<file path="src/rtl/mult_pkg.sv">
// Shared constants for the 32x32 Dadda multiplier (HA row, compressor tree, final CPA).
package mult_pkg;

  localparam int MULT_W     = 32;
  localparam int PROD_W     = 64;
  localparam int CPA_STAGES = 4;

  // Bit offset of stage k's slot in the flat pending-carry register.
  // Stage j keeps the C bits above its own chunk: width - (j+1)*chunk bits.
  function automatic int c_off(input int width, input int chunk, input int k);
    int off;
    off = 0;
    for (int j = 0; j < k; j++) off += width - (j + 1) * chunk;
    return off;
  endfunction

endpackage

</file>
<file path="src/rtl/cpa_chunk.sv">
// One chunk of the final carry-propagate adder: purely combinational a + b + cin.
module cpa_chunk #(
  parameter int W = 16
) (
  input  logic [W-1:0] a,
  input  logic [W-1:0] b,
  input  logic         cin,
  output logic [W-1:0] sum,
  output logic         cout
);

  assign {cout, sum} = {1'b0, a} + {1'b0, b} + {{W{1'b0}}, cin};

endmodule

</file>
<file path="src/rtl/dadda_final_cpa_pipe.sv">
// Final CPA of the Dadda multiplier: S + C resolved CHUNK bits per stage, LSB first,
// with a valid/ready handshake on both sides and in-place stalling.
module dadda_final_cpa_pipe
  import mult_pkg::*;
#(
  parameter int WIDTH  = PROD_W,
  parameter int STAGES = CPA_STAGES
) (
  input  logic             clk,
  input  logic             rst,
  input  logic [WIDTH-1:0] S_in,
  input  logic [WIDTH-1:0] C_in,
  input  logic             in_valid,
  output logic             in_ready,
  output logic [WIDTH-1:0] P,
  output logic             cout,
  output logic             out_valid,
  input  logic             out_ready
);

  localparam int CHUNK = WIDTH / STAGES;
  // Pending C bits only shrink stage by stage; the last stage keeps none.
  localparam int CW    = c_off(WIDTH, CHUNK, STAGES - 1);

  logic [STAGES-1:0]            vld_q;
  logic [STAGES:0]              vld_pipe;
  logic [STAGES:0]              adv;
  logic [STAGES-1:0]            ld;

  logic [STAGES-1:0][WIDTH-1:0] s_src, s_nxt;
  logic [STAGES-1:0]            cy_src, cy_nxt;
  logic [STAGES-2:0][WIDTH-1:0] s_q;
  logic [STAGES-2:0]            cy_q;
  logic [CW-1:0]                c_q, c_nxt, c_en;

  logic [WIDTH-1:0]             p_q;
  logic                         cout_q;

  // vld_pipe[0] is the upstream request, vld_pipe[k+1] is stage k
  assign vld_pipe = {vld_q, in_valid};

  // Advance chain from the output backwards; a stage loads data only when it takes a valid item
  always_comb begin
    adv         = '0;
    ld          = '0;
    adv[STAGES] = out_ready;
    for (int k = STAGES - 1; k >= 0; k--) begin
      adv[k] = !vld_q[k] | adv[k+1];
      ld[k]  = adv[k] & vld_pipe[k];
    end
  end

  for (genvar k = 0; k < STAGES; k++) begin : g_stg
    localparam int REM = WIDTH - (k + 1) * CHUNK;
    localparam int OFF = c_off(WIDTH, CHUNK, k);
    localparam logic [WIDTH-1:0] MASK = {{(WIDTH-CHUNK){1'b0}}, {CHUNK{1'b1}}} << (k * CHUNK);

    logic [CHUNK-1:0] b_k, sum_k;

    if (k == 0) begin : g_head
      assign s_src[k]  = S_in;
      assign cy_src[k] = 1'b0;
      assign b_k       = C_in[CHUNK-1:0];
      assign c_nxt[OFF +: REM] = C_in[WIDTH-1:CHUNK];
    end else begin : g_tail
      localparam int POFF = c_off(WIDTH, CHUNK, k - 1);
      assign s_src[k]  = s_q[k-1];
      assign cy_src[k] = cy_q[k-1];
      // previous slot holds C bits from chunk k upward, lowest first
      assign b_k       = c_q[POFF +: CHUNK];
      if (k < STAGES - 1) begin : g_fwd
        assign c_nxt[OFF +: REM] = c_q[POFF+CHUNK +: REM];
      end
    end

    if (k < STAGES - 1) begin : g_en
      assign c_en[OFF +: REM] = {REM{ld[k]}};
    end

    cpa_chunk #(.W(CHUNK)) u_chunk (
      .a    (s_src[k][k*CHUNK +: CHUNK]),
      .b    (b_k),
      .cin  (cy_src[k]),
      .sum  (sum_k),
      .cout (cy_nxt[k])
    );

    // resolved chunk replaces the S bits it consumed; everything else passes through
    assign s_nxt[k] = (s_src[k] & ~MASK) | ({{(WIDTH-CHUNK){1'b0}}, sum_k} << (k * CHUNK));
  end

  // Valid shift register; a stage only moves when its advance is granted
  always_ff @(posedge clk or posedge rst) begin
    if (rst) begin
      vld_q <= '0;
    end else begin
      for (int k = 0; k < STAGES; k++)
        if (adv[k]) vld_q[k] <= vld_pipe[k];
    end
  end

  // Intermediate data registers; valid bits gate their meaning so no reset
  always_ff @(posedge clk) begin
    for (int k = 0; k < STAGES - 1; k++) begin
      if (ld[k]) begin
        s_q[k]  <= s_nxt[k];
        cy_q[k] <= cy_nxt[k];
      end
    end
    c_q <= (c_q & ~c_en) | (c_nxt & c_en);
  end

  // Output register: P and cout are cleared so nothing stale shows after reset
  always_ff @(posedge clk or posedge rst) begin
    if (rst) begin
      p_q    <= '0;
      cout_q <= 1'b0;
    end else if (ld[STAGES-1]) begin
      p_q    <= s_nxt[STAGES-1];
      cout_q <= cy_nxt[STAGES-1];
    end
  end

  assign P         = p_q;
  assign cout      = cout_q;
  assign out_valid = vld_pipe[STAGES];
  assign in_ready  = adv[0];

endmodule

</file>
<file path="config.mk">
export PLATFORM = sky130hd
export DESIGN_NAME = dadda_final_cpa_pipe
export DESIGN_NICKNAME = d
export VERILOG_FILES = /design/src/rtl/mult_pkg.sv /design/src/rtl/cpa_chunk.sv /design/src/rtl/dadda_final_cpa_pipe.sv
export SDC_FILE = /design/constraint.sdc
export NUM_CORES = 1
export LEC_CHECK = 0
export ABC_AREA = 1
export ABC_CLOCK_PERIOD_IN_PS = 9000
export BUFFER_PORTS_ARGS = -buffer_cell sky130_fd_sc_hd__buf_2
export CAP_MARGIN = 20
export CORE_UTILIZATION = 25
export CTS_CLUSTER_SIZE = 20
export DETAILED_ROUTE_END_ITERATION = 8
export SYNTH_ARGS = -nofsm -noshare
export SYNTH_HDL_FRONTEND = slang
export SYNTH_SLANG_ARGS = --single-unit
</file>
<file path="constraint.sdc">
create_clock -name clk -period 9 [get_ports clk]
set_input_delay 1.8 -clock clk [delete_from_list [all_inputs] [get_ports clk]]
set_output_delay 1.8 -clock clk [all_outputs]
set_load 0.05 [all_outputs]
</file>
Yosys cells after proc, flatten, opt, wreduce, memory -nomap -nowiden
Cells that the tools add are included.
Storage, ports and cells
  register bits after elaboration: 360
  output and inout bits: 67
  logic and storage cells: 40
  bits of input ports: 132
Operators by class
  reductions and logical operators: 4
  add/sub/neg operators: 7
  bitwise logic cells: 16
Operators with widths (count)
  $and 96x96->96: 2
  $not 96->96: 1
  $or 96x96->96: 1
  $add 16x16->17: 4
  $or 48x64->64: 1
  $or 64x16->64: 1
  $or 64x32->64: 1
  $or 64x48->64: 1
  $add 17x1->17: 3
  $and 1x1->1: 4
  $logic_not 1->1: 4
  $or 1x1->1: 4

Depth between registers and ports, before layout
  word-level depth: 9
  depth in mapped cells: 11
  mapped depth without buffers: 11

Hierarchy
Synthesis repeated with hierarchy kept, for this count alone.
Unflattened totals
  cell total of the unflattened synthesis: 1339
  area, all modules: 15453.6 um2
Modules (own cells, without submodules)
  dadda_final_cpa_pipe: area an instance 11497.3 um2, sequential area each 10465.0 um2, cells an instance 599, instances 1
  cpa_chunk (g_stg[0].u_chunk ...): area an instance 985.9 um2, sequential area each 0.0 um2, cells an instance 184, instances 3
  cpa_chunk (g_stg[3].u_chunk): area an instance 998.5 um2, sequential area each 0.0 um2, cells an instance 188, instances 1

Worst setup path before layout
Ideal clock, no wire load.
  kind: input to register
  start: input port out_ready
  end: register (tool-made name)
  buffers on the path: 0
  data required time: 8.411 ns
  setup time: 0.589 ns
  stages: 8
  arrival: 6.907 ns
  setup slack: 1.503 ns
  cell sequence: nor2_2 -> inv_2 -> nor2_1 -> inv_1 -> nor2_1 -> inv_1 -> nor2_2 -> nor2_1
RTL lines
  from (decl): RTL line dadda_final_cpa_pipe.sv:18  | input logic out_ready

Worst setup path in the final report
  start: input port out_ready
  end: output port in_ready
Between the ends
  longest elaborated chain between the ends: 4
RTL lines
  $or 1x1->1 (4 in series): RTL line dadda_final_cpa_pipe.sv:48  | adv[k] = !vld_q[k] | adv[k+1];
  to (decl): RTL line dadda_final_cpa_pipe.sv:14  | output logic in_ready,
Every way passes these cells.

==> metrics.md <==
| Metric | Value |
|---|---|
| Critical path data arrival time | `between 3 and 4 ns` |
| Max clock buf depth | `3` |
| Nature of the critical path startpoint | `primary input` |
| Final HPWL DP | `23.78 mm` |
| Share of the synthesized netlist area taken by xor and xnor gates | `0.01704` |
| Number of detailed-route iterations in the first pass | `4` |
| Accumulated negative setup slack | `0 ns` |
| Nature of the critical path endpoint | `primary output` |
| Share of synthesized cell area in full adder, half adder and majority cells | `0.06090` |
| Total area of multi-input combinational cells | `a little under 4000 sq um` |
| Via total after detailed routing | `9291` |
| Layout cells sized above 1 | `0.2024` |
| Netlist area before placement | `between 10000 and 15000 sq um` |
| Endpoint required time on the critical path | `between 7 and 8 ns` |
| Synthesized instance count | `around 1200` |
| Dominant combinational cell family by area after synthesis | `simple AND/OR/NAND/NOR gates` |
| Slew headroom | `0.4344` |
| Setup bufs post-CTS | `0` |
| Die width | `approximately 250 microns` |
| FF/Latch Area | `about 10000 sq um` |
| Run status | `completed` |
| Actual transition at the worst max-transition pin | `around 0.85 ns` |
| Max-capacitance violation count | `0` |
| Gp weighted congestion | `approximately 0.87` |
| Portion of netlist area occupied by mux cells | `0` |
| Die Height | `between 200 and 250 microns` |
| CTS clk-pin slew, worst paths | `0.06 ns` |
| Total core area | `about 58000 sq um` |
| Mean area per synthesized cell | `around 12 sq um` |
| Peak supply drop | `0.1340 mV` |
| Min cycle time layout | `a little under 5 ns` |
| Total wire length after detailed routing | `about 33 mm` |
| Max Fanout on Critical Path | `3` |
| Cell Rows | `88` |
| Maximum clock skew at final layout | `around 0.022 ns` |
| Register bit count reported by yosys | `360` |
| Final hold violations | `0` |
| Yosys cell types | `36` |
| CTS tree | `yes` |
| Type of the worst min-delay path | `reg -> reg` |
| Number of warnings printed during yosys synthesis | `0` |
| Routed wire length per instance | `roughly 15 microns` |
| Via count of the first global-routing pass | `around 9700` |
| Clock Latency Late Sink | `~0.55 ns` |
| Die area | `~60000 sq um` |
| Root Buffer | `sky130_fd_sc_hd__clkbuf_16` |
| Net count after synthesis | `around 1400` |
| Number of nets with antenna violations after routing | `0` |
| Total CTS buffers | `40` |
| CTS HTree Levels | `2` |
| Effective utilization at floorplan | `0.2552` |
| Ratio of final minimum period to clock period | `0.5383` |
| Leakage | `approximately 8 nW` |
| All-Layer GR Usage | `0.1100` |
| Vias/cell | `approximately 4.1` |
| DR DRC count | `0` |
| Most common library cell in the layout ignoring fill and taps | `sky130_fd_sc_hd__nand2_1` |
| Number of top-level design ports | `about 200` |
| Pin count of the biggest net entering global routing | `82` |
| Compound-cell area share of the yosys netlist | `0.02817` |
| Area Overhead vs Synth | `23.76%` |
| Count of endpoints failing setup in the final report | `0` |
| Filler cells | `5883` |
| Clock sink count | `360` |
| Power density normalized to cell area | `278.7 nW/um^2` |
| Pins Over Slew Limit | `0` |
| Hold buffer count at cts | `0` |
| Cells resized by post-CTS repair | `0` |
| Most used cells in the layout excluding fill and tap cells | `sky130_fd_sc_hd__nand2_1, sky130_fd_sc_hd__edfxtp_1, sky130_fd_sc_hd__buf_2, sky130_fd_sc_hd__inv_1, sky130_fd_sc_hd__dfrtp_1` |
| Global-route wire length before repair | `51.63 mm` |
| Simple-gate share of the synthesized area | `0.1564` |
| Sequential-to-total area share from yosys stat | `0.7055` |
| Type of the setup path with the least slack | `in -> out` |
| Net total in the final layout | `1656` |
| Maximum achievable frequency | `0.2064 GHz` |
| Count of buffers from port buffering | `198` |
| RSZ-0062 raised after global routing | `no` |
| Drt first-iter violations | `between 500 and 600` |
| Number of antenna violations at the first check in global routing | `2` |
| Pwr Total | `5.116 mW` |
| Remaining global-route overflow | `0` |
[routing by layer]
layer,vias up,part of all wire,global-route usage
met3,61,0.054,0.02663
met5,-,0,0
met1,4413,0.43,0.1352
met2,215,0.48,0.1847
met4,0,0.029,0.04403
li1,4602,-,-
[path summary, 6_finish.rpt]
kind / depth (start not counted) / startpoint / to / slack [ns]
max in group asynchronous: 4 / rst / P[7]$_DFFE_PP0P_ / 7.09
hold / removal: 0 / s_q[83]$_DFFE_PP_ / s_q[147]$_DFFE_PP_ / 0.41
hold reg to reg: 0 / s_q[83]$_DFFE_PP_ / s_q[147]$_DFFE_PP_ / 0.41
setup reg to reg: 10 / vld_q[3]$_DFFE_PP0P_ / s_q[7]$_DFFE_PP_ / 6.42
min in group asynchronous: 3 / rst / P[34]$_DFFE_PP0P_ / 1.27
setup / recovery: 10 / out_ready / in_ready / 4.16
[critical path, cell delays in order]
cell and delay, ns:
sky130_fd_sc_hd__buf_2 0.10, sky130_fd_sc_hd__nor2_2 0.21, sky130_fd_sc_hd__inv_2 0.06, sky130_fd_sc_hd__nor2_1 0.11, sky130_fd_sc_hd__inv_1 0.08, sky130_fd_sc_hd__nor2_1 0.12
sky130_fd_sc_hd__inv_1 0.10, sky130_fd_sc_hd__nor2_2 0.17, sky130_fd_sc_hd__inv_1 0.08, sky130_fd_sc_hd__buf_2 0.22
[synth_stat cells]
library cell / count / area, sq um
sky130_fd_sc_hd__xor2_1: 26 / 227.7
sky130_fd_sc_hd__a21o_1: 5 / 37.54
sky130_fd_sc_hd__nand3b_1: 4 / 30.03
sky130_fd_sc_hd__o21ai_1: 2 / 10.01
sky130_fd_sc_hd__inv_1: 106 / 397.9
sky130_fd_sc_hd__and2_4: 2 / 17.52
sky130_fd_sc_hd__nand3_1: 58 / 290.3
sky130_fd_sc_hd__xor2_2: 1 / 16.27
sky130_fd_sc_hd__nand3_2: 1 / 10.01
sky130_fd_sc_hd__nor3_1: 9 / 45.04
sky130_fd_sc_hd__nor2_4: 1 / 11.26
sky130_fd_sc_hd__xnor2_1: 1 / 8.760
sky130_fd_sc_hd__edfxtp_1: 291 / 8738
sky130_fd_sc_hd__nand2_4: 1 / 11.26
sky130_fd_sc_hd__buf_4: 3 / 22.52
sky130_fd_sc_hd__or2_1: 1 / 6.260
sky130_fd_sc_hd__o21ai_2: 2 / 17.52
sky130_fd_sc_hd__fa_1: 7 / 140.1
sky130_fd_sc_hd__o21ai_0: 17 / 85.08
sky130_fd_sc_hd__dfrtp_1: 69 / 1727
sky130_fd_sc_hd__nand4_1: 10 / 62.56
sky130_fd_sc_hd__buf_2: 5 / 25.02
sky130_fd_sc_hd__nand2_2: 7 / 43.79
sky130_fd_sc_hd__a21oi_2: 1 / 8.760
sky130_fd_sc_hd__nand2_1: 400 / 1501
sky130_fd_sc_hd__and2_1: 1 / 6.260
sky130_fd_sc_hd__or2_0: 4 / 25.02
sky130_fd_sc_hd__a31oi_1: 3 / 18.77
sky130_fd_sc_hd__nor2_2: 2 / 12.51
sky130_fd_sc_hd__or2_2: 1 / 6.260
sky130_fd_sc_hd__ha_1: 61 / 763.2
sky130_fd_sc_hd__o21bai_1: 4 / 30.03
sky130_fd_sc_hd__a21oi_1: 42 / 210.2
sky130_fd_sc_hd__clkbuf_1: 5 / 18.77
sky130_fd_sc_hd__inv_2: 3 / 11.26
sky130_fd_sc_hd__nor2_1: 64 / 240.2
[area by class of cell]
class	instances	share of cell area
inverters	109	0.02256
clock buffers	42	0.05609
repair buffers	207	0.05984
well taps	765	0.05214
multi-input cells	738	0.2125
clock inverters	31	0.02672
diodes	1	0.0001363
flip-flops and latches	360	0.5700
[per-stage QoR]
stage / hold slack (ns) / std cells / cell area (sq um) / setup WS, ns / utilization
floorplan: 0.4003 / 1220 / 14830 / 1.503 / -
global placement: 0.4033 / 2177 / 16780 / 4.085 / 0.2887
detailed placement: 0.4045 / 2177 / 16780 / 4.117 / 0.2887
CTS: 0.4116 / 2250 / 18300 / 4.108 / 0.3148
global route: 0.4147 / 2253 / 18360 / 3.996 / 0.3158
finish: 0.4077 / 2253 / 18360 / 4.155 / 0.3158
[report_power, final]
group | switching (mW) | internal [mW]
Clock | 0.677 | 1.18
Combinational | 0.779 | 0.273
Sequential | 0.0981 | 2.10
[logic make-up (layout without fill, tap and decap cells)]
kind of cell	Yosys count	after routing
adders and majority gates	68	68
buffers and inverters	122	389
xor gates and xnor gates	28	28
other	0	1
DFF	360	360
AOI/OAI and AO/OA	76	76
and+or+nand+nor	566	566
Note: power is estimated with default switching activity, not from simulation.
